--- src/rtl/ace_pkg.sv ---
// rtl/ace_pkg.sv - shared CRRESP constants, FSM state and response slice types
package ace_pkg;

    localparam int CR_DATA   = 0;
    localparam int CR_ERR    = 1;
    localparam int CR_DIRTY  = 2;
    localparam int CR_SHARED = 3;
    localparam int CR_UNIQUE = 4;
    localparam int CR_W      = 5;

    typedef logic [CR_W-1:0] cr_slice_t;

    typedef enum logic [1:0] {
        ST_IDLE   = 2'd0,
        ST_ACTIVE = 2'd1,
        ST_HOLD   = 2'd2
    } snoop_state_t;

    // Response substituted for a master that never answered: Error only.
    localparam cr_slice_t CR_TIMEOUT_RESP = cr_slice_t'(1 << CR_ERR);

endpackage

--- src/rtl/ace_snoop_bcast_if.sv ---
// rtl/ace_snoop_bcast_if.sv - request, AC/CR and aggregation-side signals of the snoop stage
interface ace_snoop_bcast_if #(
    parameter int NUM_MASTERS = 8,
    parameter int ADDR_WIDTH  = 44,
    parameter int MST_IDX_W   = 4
) ();

    logic                     req_valid;
    logic                     req_ready;
    logic [ADDR_WIDTH-1:0]    req_addr;
    logic [3:0]               req_snoop;
    logic [MST_IDX_W-1:0]     req_src;

    logic [NUM_MASTERS-1:0]   acvalid;
    logic [NUM_MASTERS-1:0]   acready;
    logic [ADDR_WIDTH-1:0]    acaddr;
    logic [3:0]               acsnoop;

    logic [NUM_MASTERS-1:0]   crvalid;
    logic [NUM_MASTERS-1:0]   crready;
    logic [NUM_MASTERS*5-1:0] crresp;

    logic [NUM_MASTERS-1:0]   crresp_vld;
    logic [NUM_MASTERS*5-1:0] crresp_bus;
    logic                     snoop_complete;
    logic                     timeout_err;
    logic                     release_pulse;

    modport slave (
        input  req_valid, req_addr, req_snoop, req_src,
        input  acready, crvalid, crresp, release_pulse,
        output req_ready, acvalid, acaddr, acsnoop, crready,
        output crresp_vld, crresp_bus, snoop_complete, timeout_err
    );

    modport master (
        output req_valid, req_addr, req_snoop, req_src,
        output acready, crvalid, crresp, release_pulse,
        input  req_ready, acvalid, acaddr, acsnoop, crready,
        input  crresp_vld, crresp_bus, snoop_complete, timeout_err
    );

endinterface

--- src/rtl/ace_snoop_bcast_port_trk.sv ---
// rtl/ace_snoop_bcast_port_trk.sv - per-master AC/CR progress flags and captured response
module snoop_port_trk
    import ace_pkg::*;
(
    input  logic      ACLK,
    input  logic      ARESETn,
    input  logic      start,
    input  logic      is_src,
    input  logic      clear,
    input  logic      timeout,
    input  logic      acready,
    input  logic      crvalid,
    input  cr_slice_t crresp,
    output logic      acvalid,
    output logic      crready,
    output logic      crresp_vld,
    output cr_slice_t crresp_slice,
    output logic      cr_hs
);

    logic ac_done;
    logic cr_done;

    // Ready only between this master's AC handshake and its CR handshake; flops only.
    assign crready = ac_done & ~cr_done;
    assign cr_hs   = crvalid & crready;

    // Track one master through broadcast, response capture and forced completion.
    always_ff @(posedge ACLK) begin
        if (!ARESETn || clear) begin
            acvalid      <= 1'b0;
            ac_done      <= 1'b0;
            cr_done      <= 1'b0;
            crresp_vld   <= 1'b0;
            crresp_slice <= '0;
        end else if (start) begin
            // The initiator is not snooped: it counts as answered with an all-zero response.
            acvalid      <= ~is_src;
            ac_done      <= is_src;
            cr_done      <= is_src;
            crresp_vld   <= is_src;
            crresp_slice <= '0;
        end else begin
            if (acvalid && acready) begin
                acvalid <= 1'b0;
                ac_done <= 1'b1;
            end
            if (cr_hs) begin
                crresp_slice <= crresp;
                crresp_vld   <= 1'b1;
                cr_done      <= 1'b1;
            end
            if (timeout) begin
                // A real response arriving in the timeout cycle is kept.
                acvalid <= 1'b0;
                cr_done <= 1'b1;
                if (!crresp_vld && !cr_hs) begin
                    crresp_vld   <= 1'b1;
                    crresp_slice <= CR_TIMEOUT_RESP;
                end
            end
        end
    end

endmodule

--- src/rtl/ace_snoop_bcast.sv ---
// rtl/ace_snoop_bcast.sv - snoop broadcast, CR collection and hold-until-release stage
module ace_snoop_bcast
    import ace_pkg::*;
#(
    parameter int NUM_MASTERS    = 8,
    parameter int ADDR_WIDTH     = 44,
    parameter int MST_IDX_W      = 4,
    parameter int TIMEOUT_CYCLES = 255
) (
    input logic              ACLK,
    input logic              ARESETn,
    ace_snoop_bcast_if.slave bus
);

    localparam int CNT_W = (TIMEOUT_CYCLES > 1) ? $clog2(TIMEOUT_CYCLES) : 1;
    localparam logic [CNT_W-1:0] WD_LAST = CNT_W'(TIMEOUT_CYCLES - 1);

    snoop_state_t           state;
    logic [CNT_W-1:0]       wd_cnt;
    logic                   req_ready_q;
    logic [ADDR_WIDTH-1:0]  acaddr_q;
    logic [3:0]             acsnoop_q;
    logic                   snoop_complete_q;
    logic                   timeout_err_q;

    logic                   accept;
    logic                   all_set;
    logic                   timeout_fire;
    logic                   release_hold;
    logic [NUM_MASTERS-1:0] cr_hs;
    logic [NUM_MASTERS-1:0] src_match;

    assign accept       = (state == ST_IDLE) && req_ready_q && bus.req_valid;
    // Counts responses landing this cycle so HOLD is entered right after the last CR handshake.
    assign all_set      = &(bus.crresp_vld | cr_hs);
    assign timeout_fire = (state == ST_ACTIVE) && !all_set && (wd_cnt == WD_LAST);
    assign release_hold = (state == ST_HOLD) && bus.release_pulse;

    assign bus.req_ready      = req_ready_q;
    assign bus.acaddr         = acaddr_q;
    assign bus.acsnoop        = acsnoop_q;
    assign bus.snoop_complete = snoop_complete_q;
    assign bus.timeout_err    = timeout_err_q;

    for (genvar i = 0; i < NUM_MASTERS; i++) begin : g_port
        // An out-of-range req_src matches nothing, so every master is snooped.
        assign src_match[i] = (bus.req_src == MST_IDX_W'(i));

        snoop_port_trk u_trk (
            .ACLK         (ACLK),
            .ARESETn      (ARESETn),
            .start        (accept),
            .is_src       (src_match[i]),
            .clear        (release_hold),
            .timeout      (timeout_fire),
            .acready      (bus.acready[i]),
            .crvalid      (bus.crvalid[i]),
            .crresp       (bus.crresp[5*i +: 5]),
            .acvalid      (bus.acvalid[i]),
            .crready      (bus.crready[i]),
            .crresp_vld   (bus.crresp_vld[i]),
            .crresp_slice (bus.crresp_bus[5*i +: 5]),
            .cr_hs        (cr_hs[i])
        );
    end

    // Transaction FSM with watchdog and registered request/AC/status outputs.
    always_ff @(posedge ACLK) begin
        if (!ARESETn) begin
            state            <= ST_IDLE;
            wd_cnt           <= '0;
            req_ready_q      <= 1'b0;
            acaddr_q         <= '0;
            acsnoop_q        <= '0;
            snoop_complete_q <= 1'b0;
            timeout_err_q    <= 1'b0;
        end else begin
            case (state)
                ST_IDLE: begin
                    req_ready_q <= 1'b1;
                    if (accept) begin
                        acaddr_q    <= bus.req_addr;
                        acsnoop_q   <= bus.req_snoop;
                        wd_cnt      <= '0;
                        req_ready_q <= 1'b0;
                        state       <= ST_ACTIVE;
                    end
                end
                ST_ACTIVE: begin
                    wd_cnt <= wd_cnt + 1'b1;
                    if (all_set) begin
                        state            <= ST_HOLD;
                        snoop_complete_q <= 1'b1;
                    end else if (timeout_fire) begin
                        state            <= ST_HOLD;
                        snoop_complete_q <= 1'b1;
                        timeout_err_q    <= 1'b1;
                    end
                end
                ST_HOLD: begin
                    if (bus.release_pulse) begin
                        state            <= ST_IDLE;
                        req_ready_q      <= 1'b1;
                        snoop_complete_q <= 1'b0;
                        timeout_err_q    <= 1'b0;
                    end
                end
                default: state <= ST_IDLE;
            endcase
        end
    end

endmodule
--- src/flat_wrapper.sv ---
// flat-port wrapper written by rule: the top's interface ports become plain ports
module ace_snoop_bcast_flat import ace_pkg::*;
#(
    parameter int NUM_MASTERS    = 8,
    parameter int ADDR_WIDTH     = 44,
    parameter int MST_IDX_W      = 4,
    parameter int TIMEOUT_CYCLES = 255
)
  (ACLK, ARESETn, bus_req_valid, bus_req_addr, bus_req_snoop, bus_req_src, bus_acready, bus_crvalid, bus_crresp, bus_release_pulse, bus_req_ready, bus_acvalid, bus_acaddr, bus_acsnoop, bus_crready, bus_crresp_vld, bus_crresp_bus, bus_snoop_complete, bus_timeout_err);
  ace_snoop_bcast_if #(.NUM_MASTERS(NUM_MASTERS), .ADDR_WIDTH(ADDR_WIDTH), .MST_IDX_W(MST_IDX_W)) bus_i ();
  input logic ACLK;
  input logic ARESETn;
  input wire logic [$bits(bus_i.req_valid)-1:0] bus_req_valid;
  input wire logic [$bits(bus_i.req_addr)-1:0] bus_req_addr;
  input wire logic [$bits(bus_i.req_snoop)-1:0] bus_req_snoop;
  input wire logic [$bits(bus_i.req_src)-1:0] bus_req_src;
  input wire logic [$bits(bus_i.acready)-1:0] bus_acready;
  input wire logic [$bits(bus_i.crvalid)-1:0] bus_crvalid;
  input wire logic [$bits(bus_i.crresp)-1:0] bus_crresp;
  input wire logic [$bits(bus_i.release_pulse)-1:0] bus_release_pulse;
  output wire logic [$bits(bus_i.req_ready)-1:0] bus_req_ready;
  output wire logic [$bits(bus_i.acvalid)-1:0] bus_acvalid;
  output wire logic [$bits(bus_i.acaddr)-1:0] bus_acaddr;
  output wire logic [$bits(bus_i.acsnoop)-1:0] bus_acsnoop;
  output wire logic [$bits(bus_i.crready)-1:0] bus_crready;
  output wire logic [$bits(bus_i.crresp_vld)-1:0] bus_crresp_vld;
  output wire logic [$bits(bus_i.crresp_bus)-1:0] bus_crresp_bus;
  output wire logic [$bits(bus_i.snoop_complete)-1:0] bus_snoop_complete;
  output wire logic [$bits(bus_i.timeout_err)-1:0] bus_timeout_err;
  assign bus_i.req_valid = bus_req_valid;
  assign bus_i.req_addr = bus_req_addr;
  assign bus_i.req_snoop = bus_req_snoop;
  assign bus_i.req_src = bus_req_src;
  assign bus_i.acready = bus_acready;
  assign bus_i.crvalid = bus_crvalid;
  assign bus_i.crresp = bus_crresp;
  assign bus_i.release_pulse = bus_release_pulse;
  assign bus_req_ready = bus_i.req_ready;
  assign bus_acvalid = bus_i.acvalid;
  assign bus_acaddr = bus_i.acaddr;
  assign bus_acsnoop = bus_i.acsnoop;
  assign bus_crready = bus_i.crready;
  assign bus_crresp_vld = bus_i.crresp_vld;
  assign bus_crresp_bus = bus_i.crresp_bus;
  assign bus_snoop_complete = bus_i.snoop_complete;
  assign bus_timeout_err = bus_i.timeout_err;
  ace_snoop_bcast #(.NUM_MASTERS(NUM_MASTERS), .ADDR_WIDTH(ADDR_WIDTH), .MST_IDX_W(MST_IDX_W), .TIMEOUT_CYCLES(TIMEOUT_CYCLES)) u_core (.ACLK(ACLK), .ARESETn(ARESETn), .bus(bus_i));
endmodule
--- config.mk ---
export PLATFORM = sky130hd
export DESIGN_NAME = ace_snoop_bcast_flat
export DESIGN_NICKNAME = d
export VERILOG_FILES = /design/src/rtl/ace_pkg.sv /design/src/rtl/ace_snoop_bcast_if.sv /design/src/rtl/ace_snoop_bcast_port_trk.sv /design/src/rtl/ace_snoop_bcast.sv /design/src/flat_wrapper.sv
export SDC_FILE = /design/constraint.sdc
export NUM_CORES = 1
export LEC_CHECK = 0
export BUFFER_PORTS_ARGS = -buffer_cell sky130_fd_sc_hd__buf_4
export CAP_MARGIN = 5
export CORE_MARGIN = 4
export CORE_UTILIZATION = 35
export CTS_CLUSTER_DIAMETER = 50
export CTS_CLUSTER_SIZE = 16
export DETAILED_ROUTE_END_ITERATION = 10
export PLACE_DENSITY_LB_ADDON = 0.3
export SLEW_MARGIN = 0
export SYNTH_ARGS = -nofsm -noshare
export SYNTH_HDL_FRONTEND = slang
export SYNTH_SLANG_ARGS = --single-unit
--- constraint.sdc ---
create_clock -name ACLK -period 3.4 [get_ports ACLK]
set_clock_uncertainty 0.1 [all_clocks]
set_input_delay 0.17 -clock ACLK [delete_from_list [all_inputs] [get_ports ACLK]]
set_output_delay 0.17 -clock ACLK [all_outputs]
set_load 0.01 [all_outputs]
==> flow_summary.ini <==
[power_and_ir_drop]
comb_power_share_pct = 29.5
p_switching_mw = 1.743
power_density_mw_per_mm2 = 601.6
pwr-share-seq_pct = 38.0
intPower_mw = 3.489
finalPower_mw = 5.232
pwr-share-clk_pct = 32.6
switching_share_pct = 33.32
leakage_nw = 3.659
ir_drop_v = 0.0003238

[critical_path]
required_ps = 3650
crit_family = simple AND/OR/NAND/NOR gates
crit_buf_inv = 2
slowest_stage = a211o_1
cp_cell_sequence = and3b_1, nor2_1, nor4_2, a211o_1, buf_4, nand4b_1, a21oi_1, dlygate4sd3_1
crit_path_max_incr_delay_ps = 610
crit_path_end_kind = register
worst_setup_path_start_kind = register
crit_fanout = 16
critPathArrivalTime_ps = 3340
crit_type = reg2reg

[layout]
final_common_cell = buf_4
finalNetCount = 1059
layout-drive-gt1-share_pct = 29.11
stdcell_area_sq_mm = 0.008696
finalNonFillerCells = 1166
mostFrequentLayoutCells = buf_4 (230), dfxtp_1 (133), nand2_1 (126), dlygate4sd3_1 (96), nand3_1 (68)
final_util_pct = 56.57
antenna_cells = 0
area_delta_synth_final_pct = 56.88

[floorplan]
initial_utilization_pct = 36.06
pin_count = 227
die_area_sq_mm = 0.01791
rows = 45
die_y_um = 133.8
die_w_um = 133.8
core_region_area_sq_mm = 0.01537

[clock_tree]
postCtsResizedCells = 0
cts_tree = yes
numClockSinks = 133
worstSkewPairLatency_ps = 410
clkTransAtPathRegs_ps = 60
clockBufferDepth = 2
cts_root_buffer = clkbuf_16
ctsHoldBuffers = 96
h-tree-depth = 4
cts_buffers = 17
cts_setup_buffers = 0

[detailed_routing]
final_antenna_net_count = 0
drc = 0
wl_um = 17970
drtIter0Drc = 198
wl_per_cell_um = 15.41
dr.pass1.iters = 5
vias_per_cell = 4.895
via_count = 5708

[synthesis]
syn_inst = 661
yosysSeqAreaShare_pct = 48.04
avgSynthCellArea_sq_um = 8.386
ys_ff_latch = 133
yosys_warnings = 0
syn_area_sq_mm = 0.005543
synth_cell_types = 47
syn_nets = 778

[timing]
whs_ps = 33.13
finalCritPeriodShare_pct = 90.74
hold_violations = 0
report.final.setup_viol = 0
fin_crit_ps = 3085
slew_headroom_pct = 54.84
fin_setup_tns_ps = 0
tightest_slew_ps = 677.4
finalWorstSetupSlack_ps = 314.9
slew_viol_final = 0
rsz0062_at_grt = false
fmax_mhz = 324.1

[global_route]
grt_first_pass_wirelength_um = 28540
grt.total_usage_pct = 19.69
antenna_found_initial = 0
grt_use_met1_pct = 23.89
grt_pass1_vias = 5578
grt-ovfl-total = 0
grt_use_met2_pct = 31.95
grt_max_degree = 65
met3_usage_pct = 8.027
grt_busiest_layer = met2

[place]
pre_cts_ws_ps = 882.9
port_buffers = 226
placed_cells = 1038
dp_hpwl_um = 12280
dpl_cell_area_sq_mm = 0.007183
gp_congestion = 0.8693

[min_path]
holdCritPathClass = in2reg

[job]
cap_violations = 0

[run_status]
status = finished, final reports clean
==> tightest hold or removal path: cells and delay by family <==
kind,cells,cell delay [ps]
buffers and inverters,1,80
and+or+nand+nor,2,130
AOI/OAI and AO/OA,1,130
==> final cells by class <==
type / instances / area [sq um]
Clock inverter: 13 / 98.84
Tap cell: 211 / 264.0
Inverter: 5 / 18.77
Fill cell: 1339 / 6675
Sequential cell: 133 / 2663
Timing Repair Buffer: 327 / 2708
Multi-Input combinational cell: 458 / 2491
Clock buffer: 19 / 452.9
==> cells in the mapped netlist (all sizes together) <==
cell type    n  area share, %
dfxtp      133             48
nand2      126            8.5
nand3       69            6.2
nor2        52            3.9
a21boi      48            6.5
o21ai       44            4.0
buf         40            5.2
a21oi       34            3.1
clkbuf      25            1.7
and3b        8            1.3
o31a         8            1.3
a211oi       6           0.81
ha           5            1.1
inv          5           0.34
nor2b        5           0.56
nor3         5           0.45
xor2         5           0.79
nand2b       4           0.45
nand4b       4           0.63
and2b        3           0.41
nor4         3           0.56
a211o        2           0.32
a21o         2           0.27
a31oi        2           0.23
and2         2           0.23
and3         2           0.23
and4         2           0.32
nand4        2           0.23
nor3b        2           0.27
o221a        2           0.41
or3          2           0.23
xnor2        2           0.32
a221oi       1           0.16
mux2         1           0.20
mux2i        1           0.18
o211ai       1           0.14
o21a         1           0.14
o311ai       1           0.16
o31ai        1           0.14
==> routing by layer <==
| metal | wire, um | up-vias |
|---|---|---|
| li1 | - | 2822 |
| met1 | 7638 | 2619 |
| met2 | 8222 | 248 |
| met3 | 1895 | 19 |
| met4 | 215 | 0 |
| met5 | 0 | - |
==> registers in the layout (all words and copies together) (netlist names), 2 cells and up <==
| name | flops |
|---|---|
| u_core.wd_cnt | 8 |
| u_core.g_port.u_trk.ac_done | 8 |
| u_core.g_port.u_trk.acvalid | 8 |
| u_core.bus.acaddr | 44 |
| u_core.state | 2 |
| u_core.bus.acsnoop | 4 |
| u_core.g_port.u_trk.crresp_vld | 8 |
| u_core.g_port.u_trk.crresp_slice | 40 |
| u_core.g_port.u_trk.cr_done | 8 |
==> power by group through the flow <==
stage / clock network [mW] / registers, mW / logic [mW]
floorplan: 0 / 2.03 / 0.878
global placement: 0 / 2.01 / 1.45
detailed placement: 0 / 2.01 / 1.45
CTS: 1.74 / 1.98 / 1.54
global route: 1.82 / 2.02 / 1.71
finish: 1.70 / 1.99 / 1.54
==> cell families after synthesis <==
| logic type | Yosys count | synth area share (%) |
|---|---|---|
| adder cells (fa/ha/maj) | 5 | 1.129 |
| XOR/XNOR | 7 | 1.106 |
| flip-flops | 133 | 48.04 |
| buffers and inverters | 70 | 7.269 |
| AO/OA/AOI/OAI | 153 | 17.56 |
| AND/OR/NAND/NOR | 291 | 24.51 |
| multiplexers | 2 | 0.3837 |
==> path summary, 6_finish.rpt <==
check | startpoint | endpoint | slack, ps | cells after the start
setup / recovery | u_core.g_port[4].u_trk.ac_done$_SDFFE_PP0P_ | u_core.g_port[1].u_trk.acvalid$_SDFFE_PP0P_ | 310 | 8
hold / removal | bus_crresp[11] | u_core.g_port[2].u_trk.crresp_slice[1]$_SDFF_PP0_ | 30 | 4
setup reg to reg | u_core.g_port[4].u_trk.ac_done$_SDFFE_PP0P_ | u_core.g_port[1].u_trk.acvalid$_SDFFE_PP0P_ | 310 | 8
hold reg to reg | u_core.bus.acaddr[24]$_SDFFE_PN0P_ | u_core.bus.acaddr[24]$_SDFFE_PN0P_ | 360 | 2
No activity file was read; power rests on OpenSTA's default activity.
